==> src/rtl/spi_flash_burst_reader.sv <==
// SPI NOR flash burst read engine, SPI mode 0.
// One READ/FAST_READ per {addr,len} request, bytes out on valid/ready.
module spi_flash_burst_reader #(
  parameter int CLK_DIV     = 6,
  parameter int ADDR_W      = 24,
  parameter int LEN_W       = 9,
  parameter int FAST_READ   = 0,
  parameter int CS_HIGH_MIN = 4
) (
  input  logic              clk,
  input  logic              rst,
  input  logic              req_valid,
  output logic              req_ready,
  input  logic [ADDR_W-1:0] req_addr,
  input  logic [LEN_W-1:0]  req_len,
  output logic              data_valid,
  input  logic              data_ready,
  output logic [7:0]        data,
  output logic              busy,
  output logic              done,
  output logic              cs_n,
  output logic              sck,
  output logic              mosi,
  input  logic              miso
);

  localparam int H   = CLK_DIV / 2;
  localparam int PW  = (H > 1) ? $clog2(H) : 1;
  localparam int TXW = 8 + ADDR_W;
  localparam int CSW = $clog2(CS_HIGH_MIN + 2);

  localparam logic [7:0] OPC =
    (ADDR_W == 32) ? ((FAST_READ != 0) ? 8'h0C : 8'h13)
                   : ((FAST_READ != 0) ? 8'h0B : 8'h03);

  typedef enum logic [2:0] {
    S_IDLE,
    S_CMD,
    S_ADDR,
    S_DUMMY,
    S_DATA,
    S_FINISH
  } state_t;

  state_t           state_q, state_d;
  logic [PW-1:0]    ph_q, ph_d;
  logic [5:0]       cnt_q, cnt_d;
  logic             sck_q, sck_d;
  logic             cs_n_q, cs_n_d;
  logic             mosi_q, mosi_d;
  logic [TXW-1:0]   tx_q, tx_d;
  logic [6:0]       rx_q, rx_d;
  logic [7:0]       data_q, data_d;
  logic             dv_q, dv_d;
  logic [LEN_W-1:0] len_q, len_d;
  logic             busy_q, busy_d;
  logic             done_q, done_d;
  logic             rdy_q, rdy_d;
  logic [CSW-1:0]   csh_q, csh_d;

  logic accept, consume, ph_end, spi_st;
  logic stall, tick, rise, fall;

  assign accept  = req_valid && rdy_q;
  assign consume = dv_q && data_ready;
  assign ph_end  = (ph_q == PW'(H - 1));
  assign spi_st  = state_q inside {S_CMD, S_ADDR, S_DUMMY, S_DATA};
  // Byte boundary with the output register still full: stretch SCK low.
  assign stall   = (state_q == S_DATA) && !sck_q &&
                   (cnt_q == 6'd0) && dv_q && !data_ready;
  assign tick    = spi_st && ph_end && !stall;
  assign rise    = tick && !sck_q;
  assign fall    = tick && sck_q;

  // Next-state logic for the transaction FSM and SPI shifters.
  always_comb begin
    state_d = state_q;
    ph_d    = ph_q;
    cnt_d   = cnt_q;
    sck_d   = sck_q;
    cs_n_d  = cs_n_q;
    mosi_d  = mosi_q;
    tx_d    = tx_q;
    rx_d    = rx_q;
    data_d  = data_q;
    dv_d    = dv_q;
    len_d   = len_q;
    busy_d  = busy_q;
    done_d  = 1'b0;
    if (consume) dv_d = 1'b0;
    unique case (state_q)
      S_IDLE: begin
        if (accept) begin
          if (req_len == '0) begin
            done_d = 1'b1;
          end else begin
            busy_d  = 1'b1;
            cs_n_d  = 1'b0;
            sck_d   = 1'b0;
            mosi_d  = OPC[7];
            tx_d    = {OPC[6:0], req_addr, 1'b0};
            len_d   = req_len;
            cnt_d   = 6'd0;
            ph_d    = '0;
            state_d = S_CMD;
          end
        end
      end
      S_CMD, S_ADDR, S_DUMMY, S_DATA: begin
        if (!stall) ph_d = ph_end ? '0 : ph_q + PW'(1);
        if (rise) begin
          sck_d = 1'b1;
          cnt_d = cnt_q + 6'd1;
          if (state_q == S_DATA) begin
            rx_d = {rx_q[5:0], miso};
            if (cnt_q == 6'd7) begin
              cnt_d  = 6'd0;
              data_d = {rx_q, miso};
              dv_d   = 1'b1;
              len_d  = len_q - LEN_W'(1);
            end
          end
        end
        if (fall) begin
          sck_d  = 1'b0;
          mosi_d = tx_q[TXW-1];
          tx_d   = tx_q << 1;
          unique case (state_q)
            S_CMD: begin
              if (cnt_q == 6'd8) begin
                state_d = S_ADDR;
                cnt_d   = 6'd0;
              end
            end
            S_ADDR: begin
              if (cnt_q == 6'(ADDR_W)) begin
                state_d = (FAST_READ != 0) ? S_DUMMY : S_DATA;
                cnt_d   = 6'd0;
              end
            end
            S_DUMMY: begin
              if (cnt_q == 6'd8) begin
                state_d = S_DATA;
                cnt_d   = 6'd0;
              end
            end
            S_DATA: begin
              if (len_q == '0) state_d = S_FINISH;
            end
            default: ;
          endcase
        end
      end
      S_FINISH: begin
        if (!cs_n_q) begin
          if (ph_end) begin
            cs_n_d = 1'b1;
            ph_d   = '0;
          end else begin
            ph_d = ph_q + PW'(1);
          end
        end else if (!dv_q) begin
          done_d  = 1'b1;
          busy_d  = 1'b0;
          state_d = S_IDLE;
        end
      end
      default: state_d = S_IDLE;
    endcase
  end

  // Count cs_n high time and derive the registered request ready.
  always_comb begin
    csh_d = csh_q;
    if (!cs_n_q) csh_d = '0;
    else if (csh_q < CSW'(CS_HIGH_MIN)) csh_d = csh_q + CSW'(1);
    rdy_d = (state_d == S_IDLE) && !accept &&
            (csh_d >= CSW'(CS_HIGH_MIN));
  end

  // State registers with synchronous active-low reset.
  always_ff @(posedge clk) begin
    if (!rst) begin
      state_q <= S_IDLE;
      ph_q    <= '0;
      cnt_q   <= 6'd0;
      sck_q   <= 1'b0;
      cs_n_q  <= 1'b1;
      mosi_q  <= 1'b0;
      tx_q    <= '0;
      rx_q    <= 7'd0;
      data_q  <= 8'd0;
      dv_q    <= 1'b0;
      len_q   <= '0;
      busy_q  <= 1'b0;
      done_q  <= 1'b0;
      rdy_q   <= 1'b0;
      csh_q   <= CSW'(CS_HIGH_MIN);
    end else begin
      state_q <= state_d;
      ph_q    <= ph_d;
      cnt_q   <= cnt_d;
      sck_q   <= sck_d;
      cs_n_q  <= cs_n_d;
      mosi_q  <= mosi_d;
      tx_q    <= tx_d;
      rx_q    <= rx_d;
      data_q  <= data_d;
      dv_q    <= dv_d;
      len_q   <= len_d;
      busy_q  <= busy_d;
      done_q  <= done_d;
      rdy_q   <= rdy_d;
      csh_q   <= csh_d;
    end
  end

  assign req_ready  = rdy_q;
  assign data_valid = dv_q;
  assign data       = data_q;
  assign busy       = busy_q;
  assign done       = done_q;
  assign cs_n       = cs_n_q;
  assign sck        = sck_q;
  assign mosi       = mosi_q;

endmodule

==> config.mk <==
export PLATFORM = sky130hd
export DESIGN_NAME = spi_flash_burst_reader
export DESIGN_NICKNAME = d
export VERILOG_FILES = /design/src/rtl/spi_flash_burst_reader.sv
export SDC_FILE = /design/constraint.sdc
export NUM_CORES = 1
export LEC_CHECK = 0
export ABC_CLOCK_PERIOD_IN_PS = 2100
export CAP_MARGIN = 20
export CORE_MARGIN = 5
export CORE_UTILIZATION = 30
export DETAILED_ROUTE_END_ITERATION = 8
export HOLD_SLACK_MARGIN = 0.05
export PLACE_DENSITY_LB_ADDON = 0.2
export SYNTH_ARGS = -nofsm -noshare
export SYNTH_HDL_FRONTEND = slang
export SYNTH_SLANG_ARGS = --single-unit
export TNS_END_PERCENT = 5
==> constraint.sdc <==
create_clock -name clk -period 2.1 [get_ports clk]
set_input_delay 0.42 -clock clk [delete_from_list [all_inputs] [get_ports clk]]
set_output_delay 0.42 -clock clk [all_outputs]
set_load 0.01 [all_outputs]
# Word-level counts from Yosys, hierarchy flattened

Cells that the tools add are included.

$lt $le $gt $ge: 2
Equal/unequal tests: 20
Reductions and logical operators: 36
$add $sub $neg: 4
Multiplexer cells: 64

Operators by type and width:

| kind                                                                   | count |
|---|---|
| 32-bit 2-to-1 mux                                                      | 3 |
| 32-bit one-hot mux with 2 select lines                                 | 1 |
| 6-bit 2-to-1 mux                                                       | 8 |
| 9-bit 2-to-1 mux                                                       | 5 |
| 3-bit 2-to-1 mux                                                       | 11 |
| 6-bit one-hot mux with 2 select lines                                  | 2 |
| 1-bit 2-to-1 mux                                                       | 20 |
| 2-bit inequality test (second input constant)                          | 10 |
| 9-bit logical NOT                                                      | 2 |
| 9-bit one-hot mux with 2 select lines                                  | 1 |
| 1-bit logical AND                                                      | 12 |
| 3-bit one-hot mux with 4 select lines                                  | 1 |
| 4-bit AND reduction                                                    | 3 |
| 2-bit 2-to-1 mux                                                       | 5 |
| 1-bit one-hot mux with 2 select lines                                  | 5 |
| 5-bit AND reduction                                                    | 2 |
| 3-bit one-hot mux with 3 select lines                                  | 1 |
| 3-bit AND reduction                                                    | 3 |
| 9-bit by 1-bit subtractor with 9-bit output (second input constant)    | 1 |
| 6-bit by 1-bit adder with 6-bit output (second input constant)         | 1 |
| 3-bit by 2-bit equality test with 1-bit output (second input constant) | 2 |
| 3-bit equality test (second input constant)                            | 2 |
| 6-bit by 3-bit equality test with 1-bit output (second input constant) | 1 |
| 6-bit by 4-bit equality test with 1-bit output (second input constant) | 1 |
| 18 further kinds                                                       | 23 |

Input port bits: 38
Bits in registers: 77

# Logic depth before layout (Yosys ltp)

Word-level depth: 13
Depth in mapped cells: 9
Depth with buffers taken out: 7

# Worst setup path after synthesis

OpenSTA, ideal clock, no wires.

Kind: flip-flop to flip-flop
Start point: reg state_q[1]
End point: reg len_q[3]
Arrival: 2.105 ns
Required time: 1.969 ns
Stages on the path, launching flop included: 10
Path slack: -0.136 ns
Buffers on the path: 4
Setup time: 0.131 ns
Cell sequence: dfxtp_1 -> buf_2 -> or3b_1 -> or4_1 -> buf_2 -> or3_1 -> buf_2 -> buf_6 -> a21oi_2 -> o32ai_1

Cells in the longest elaborated chain, start to end: 10

RTL lines:

| element                         | RTL line | RTL |
|---|---|---|
| from (decl)                     | 45       | `state_t state_q, state_d;` |
| from (signal assigned)          | 200      | `state_q <= state_d;` |
| 3-bit equality test             | --       |  |
| 1-bit logical AND (2 in series) | 69       | `assign stall = (state_q == S_DATA) && !sck_q &&` |
| 1-bit logical AND (2 in series) | 70       | `(cnt_q == 6'd0) && dv_q && !data_ready;` |
| 1-bit logical NOT               | --       |  |
| 1-bit logical AND               | 71       | `assign tick = spi_st && ph_end && !stall;` |
| 1-bit logical AND               | 72       | `assign rise = tick && !sck_q;` |
| 2-bit inequality test (no line) | --       |  |
| 6-bit AND reduction (no line)   | --       |  |
| to (signal assigned)            | 210      | `len_q <= len_d;` |
| to (decl)                       | 55       | `logic [LEN_W-1:0] len_q, len_d;` |

Several ways; a longest one is shown, not always the timed one.
A chain may end at the register's enable or synchronous reset.

# Worst setup path after layout

Start point: reg state_q[0]
End point: reg data_q[3], in the netlist data[3]

Cells in the longest elaborated chain, start to end: 9

RTL lines:

| element                           | RTL line | RTL |
|---|---|---|
| 3-bit equality test               | --       |  |
| 1-bit logical AND (2 in series)   | 69       |  |
| 1-bit logical AND (2 in series)   | 70       |  |
| 1-bit logical NOT                 | --       |  |
| 1-bit logical AND                 | 71       |  |
| 1-bit logical AND                 | 72       |  |
| 4-bit AND reduction (no line) (*) | --       |  |
| to (signal assigned)              | 208      | `data_q <= data_d;` |
| to (decl)                         | 53       | `logic [7:0] data_q, data_d;` |

Mark *: on every way between the ends. The rest lies on a longest branch, timed or not.

==> run_results.csv <==
group,metric,value,unit
timing,finClkSkew,0.00666,ns
synth,synth_seq_area_share,0.437,
drt,drt_iter0_drc,191,
worst_setup_path,crit_path_cell_trace,"or3b_1 > or4_4 > or3_4 > buf_4 > nand2_1 > a21oi_1",
drt,drt_pass1_iterations,4,
run_status,outcome,"finished with violations",
clock_tree,insertion_delay_of_the_later_clocked_pin_in_the_worst_skew_pair,0.33,ns
power,worst_ir_drop_vdd,370,µV
placed_design,gpl.final_weighted_congestion,0.849,
clock_tree,cts.htree.levels,3,
synth,post_synth_instance_area,0.00348,mm²
die,initial_utilization,0.306,
final_layout,finalInstanceArea,0.00484,mm²
timing,hold_violations,0,
timing,final_period_utilization,1.00,
die,floorplan_die_area,0.0138,mm²
synth,post_synth_inst_count,431,
synth,synthMostInstantiatedCell,"nand2_1",
die,fp-row-count,39,
timing,finalWorstSetupSlack,-0.00284,ns
worst_hold_path,worst_hold_path_type,"flop to flop",
synth,yosys_warnings,0,
die,width_of_the_die,118,µm
drt,wire_per_inst,14.3,µm
synth,synth_enable_flop_cells,0,
worst_setup_path,crit_fanout,9,
worst_setup_path,criticalPathCategory,"flop to flop",
synth,ys_top_cells_by_count,"94 x nand2_1, 76 x dfxtp_1, 50 x nor2_1",
run_status,failing_checks,"setup timing",
grt,antenna_found_initial,0,
clock_tree,post-cts-setup-buffers,0,
drt,routed_wirelength,9.41,mm
drt,post_drt_via_cell_ratio,5.05,
job,max_cap_violations,0,
power,p_leak,0.00180,µW
timing,max_slew.worst_pin.slew,0.592,ns
clock_tree,worst_setup_hold_path_clk_slew,0.06,ns
timing,fin_crit,2.10,ns
grt,grt.met1_usage,0.181,
drt,route.vias.total,3320,
timing,finalSetupViolations,1,
grt,grtUsageMet3,0.0370,
placed_design,placement.io_buffers,52,
timing,slew_headroom,0.605,
worst_setup_path,worst_path_dominant_cell_family,"simple AND/OR/NAND/NOR gates",
grt,globalRouteMet2Util,0.216,
clock_tree,post_cts_hold_buffer_count,0,
synth,synth_seq_cells,76,
final_layout,drive_gt1_frac,0.161,
worst_setup_path,cp_data_required_time,2.32,ns
clock_tree,cts_buffers,9,
grt,grt_max_degree,38,
drt,drt.antenna.violating_nets,0,
worst_setup_path,slowest_stage,"or4_4",
die,die_height,118,µm
final_layout,n_antenna_cell,0,
synth,postSynth.asyncResetShare,0,
worst_setup_path,crit_arrival,2.33,ns
drt,drc_markers,0,
final_layout,layout.core_utilization,0.426,
final_layout,synthToLayoutAreaGrowth,39.1,%
timing,grt_setup_unrepaired,"true",
clock_tree,cts_num_sinks,76,
worst_setup_path,crit_buf_inv,1,
synth,syn_area_per_cell,8.07,µm²
grt,grt.overflow.total,0,
worst_setup_path,crit_path_max_incr_delay,0.47,ns
placed_design,pre_cts_slack,-0.321,ns
synth,yosysUniqueCellTypes,48,
synth,synth_fp_nets,474,
clock_tree,clock_tree_from_tritoncts,"yes",
grt,grt_pass1_vias,3304,
synth,post-synth-top-area-fraction,0.437,
placed_design,hpwl_after_detailed_placement,6.69,mm
grt,grt_first_pass_wirelength,15.9,mm
worst_setup_path,kind_of_start_point_of_the_critical_path,"flop",
power,cellPowerDensity,797,mW/mm²
clock_tree,max-clock-path-buffers,2,
synth,ys.flop_type,"dfxtp_1",
grt,gr-usage-all-layers,0.137,
placed_design,placedInstanceArea,0.00445,mm²
power,fin_total_pwr,3860,µW
timing,report.final.slew_viol_count,0,
die,area_of_the_core,0.0114,mm²
worst_setup_path,critical_path_end_type,"flop",
clock_tree,clk_root_buffer_cell,"clkbuf_16",
final_layout,final_net_count,553,
synth,netlist.top_cell.by_area,"dfxtp_1",
timing,fmax,476,MHz
synth,synth.area.top_cells,"dfxtp_1 44%, nand2_1 10%, a311oi_1 5.8%, nor2_1 5.4%, a21oi_1 5.3%",
die,ioPinCount,53,
grt,globalRoute.busiestLayer,"met2",
[power by group]
| group | internal, µW | leakage (µW) | total (µW) | switching, µW |
|---|---|---|---|---|
| sequential | 1530 | 0.000617 | 1590 | 58.9 |
| combinational | 294 | 0.00104 | 621 | 326 |
| clock | 1040 | 0.000148 | 1650 | 613 |
[cell families (layout without fill, tap and decap cells)]
group,Yosys count,in the layout,share of synthesized area
AND/OR/NAND/NOR,200,200,0.259
AO/OA/AOI/OAI,98,98,0.197
flip-flops,76,76,0.437
buffers and inverters,37,120,0.0468
multiplexers,11,11,0.0317
adder cells (fa/ha/maj),5,5,0.0180
XOR/XNOR,4,4,0.0101
[metal layers]
metal,routed length [µm],vias to the layer above
met5,0,-
met4,148,0
met3,442,15
met2,4300,72
met1,4520,1540
li1,-,1693
[path summary, 6_finish.rpt]
check,start,to,slack [ns],cells past startpoint
worst max-delay path,state_q[0]$_SDFF_PN0_,data[3]$_SDFFE_PN0P_,-0.003,6
worst min-delay path,data[6]$_SDFFE_PN0P_,data[6]$_SDFFE_PN0P_,0.45,2
worst max register to register,state_q[0]$_SDFF_PN0_,data[3]$_SDFFE_PN0P_,-0.003,6
worst min register to register,data[6]$_SDFFE_PN0P_,data[6]$_SDFFE_PN0P_,0.45,2
[registers in the layout (all words and copies together) (netlist names)]
signal      flops
data_valid      1
state_q         3
rx_q            7
mosi            1
len_q           9
cs_n            1
sck             1
busy            1
cnt_q           6
data            8
tx_q           31
done            1
ph_q            2
csh_q           3
req_ready       1
[placed cells by master, fill, tap and decap left out, drive strengths merged, types with 5 or more instances in the layout]
| master | instances |
|---|---|
| nand2 | 94 |
| nand3 | 5 |
| o21ai | 7 |
| nor2 | 50 |
| ha | 5 |
| buf | 46 |
| inv | 7 |
| nor3 | 11 |
| a22oi | 7 |
| clkdlybuf4s50 | 52 |
| a311oi | 23 |
| clkbuf | 9 |
| dfxtp | 76 |
| o32ai | 8 |
| mux2i | 11 |
| a21oi | 38 |
| or3 | 7 |
[through the flow]
step / instances / hold slack [ns] / TNS, ns
floorplan: 431 / 0.433 / -0.311
global placement: 642 / 0.444 / -10.02
detailed placement: 642 / 0.446 / -8.79
CTS: 657 / 0.458 / 0
global route: 657 / 0.475 / -1.42
finish: 657 / 0.455 / -0.00284
[timing repair]
item,CTS,global route
setup endpoints to repair,38,58
gates resized for setup,7,8
pin swaps,1,1
[worst reg2reg max path: stages, from the launching register on]
cell,delay (ns)
dfxtp_1,0.33
or3b_1,0.42
or4_4,0.47
or3_4,0.43
buf_4,0.21
nand2_1,0.08
a21oi_1,0.05
[area by class of cell]
| cell class | instances | area [µm²] |
|---|---|---|
| Fill cell | 1178 | 6530 |
| Multi-Input combinational cell | 318 | 1880 |
| Tap cell | 143 | 179 |
| Sequential cell | 76 | 1520 |
| Timing Repair Buffer | 98 | 916 |
| Clock inverter | 6 | 88.8 |
| Inverter | 7 | 26.3 |
| Clock buffer | 9 | 225 |
Power figures use the tool's default switching activity.
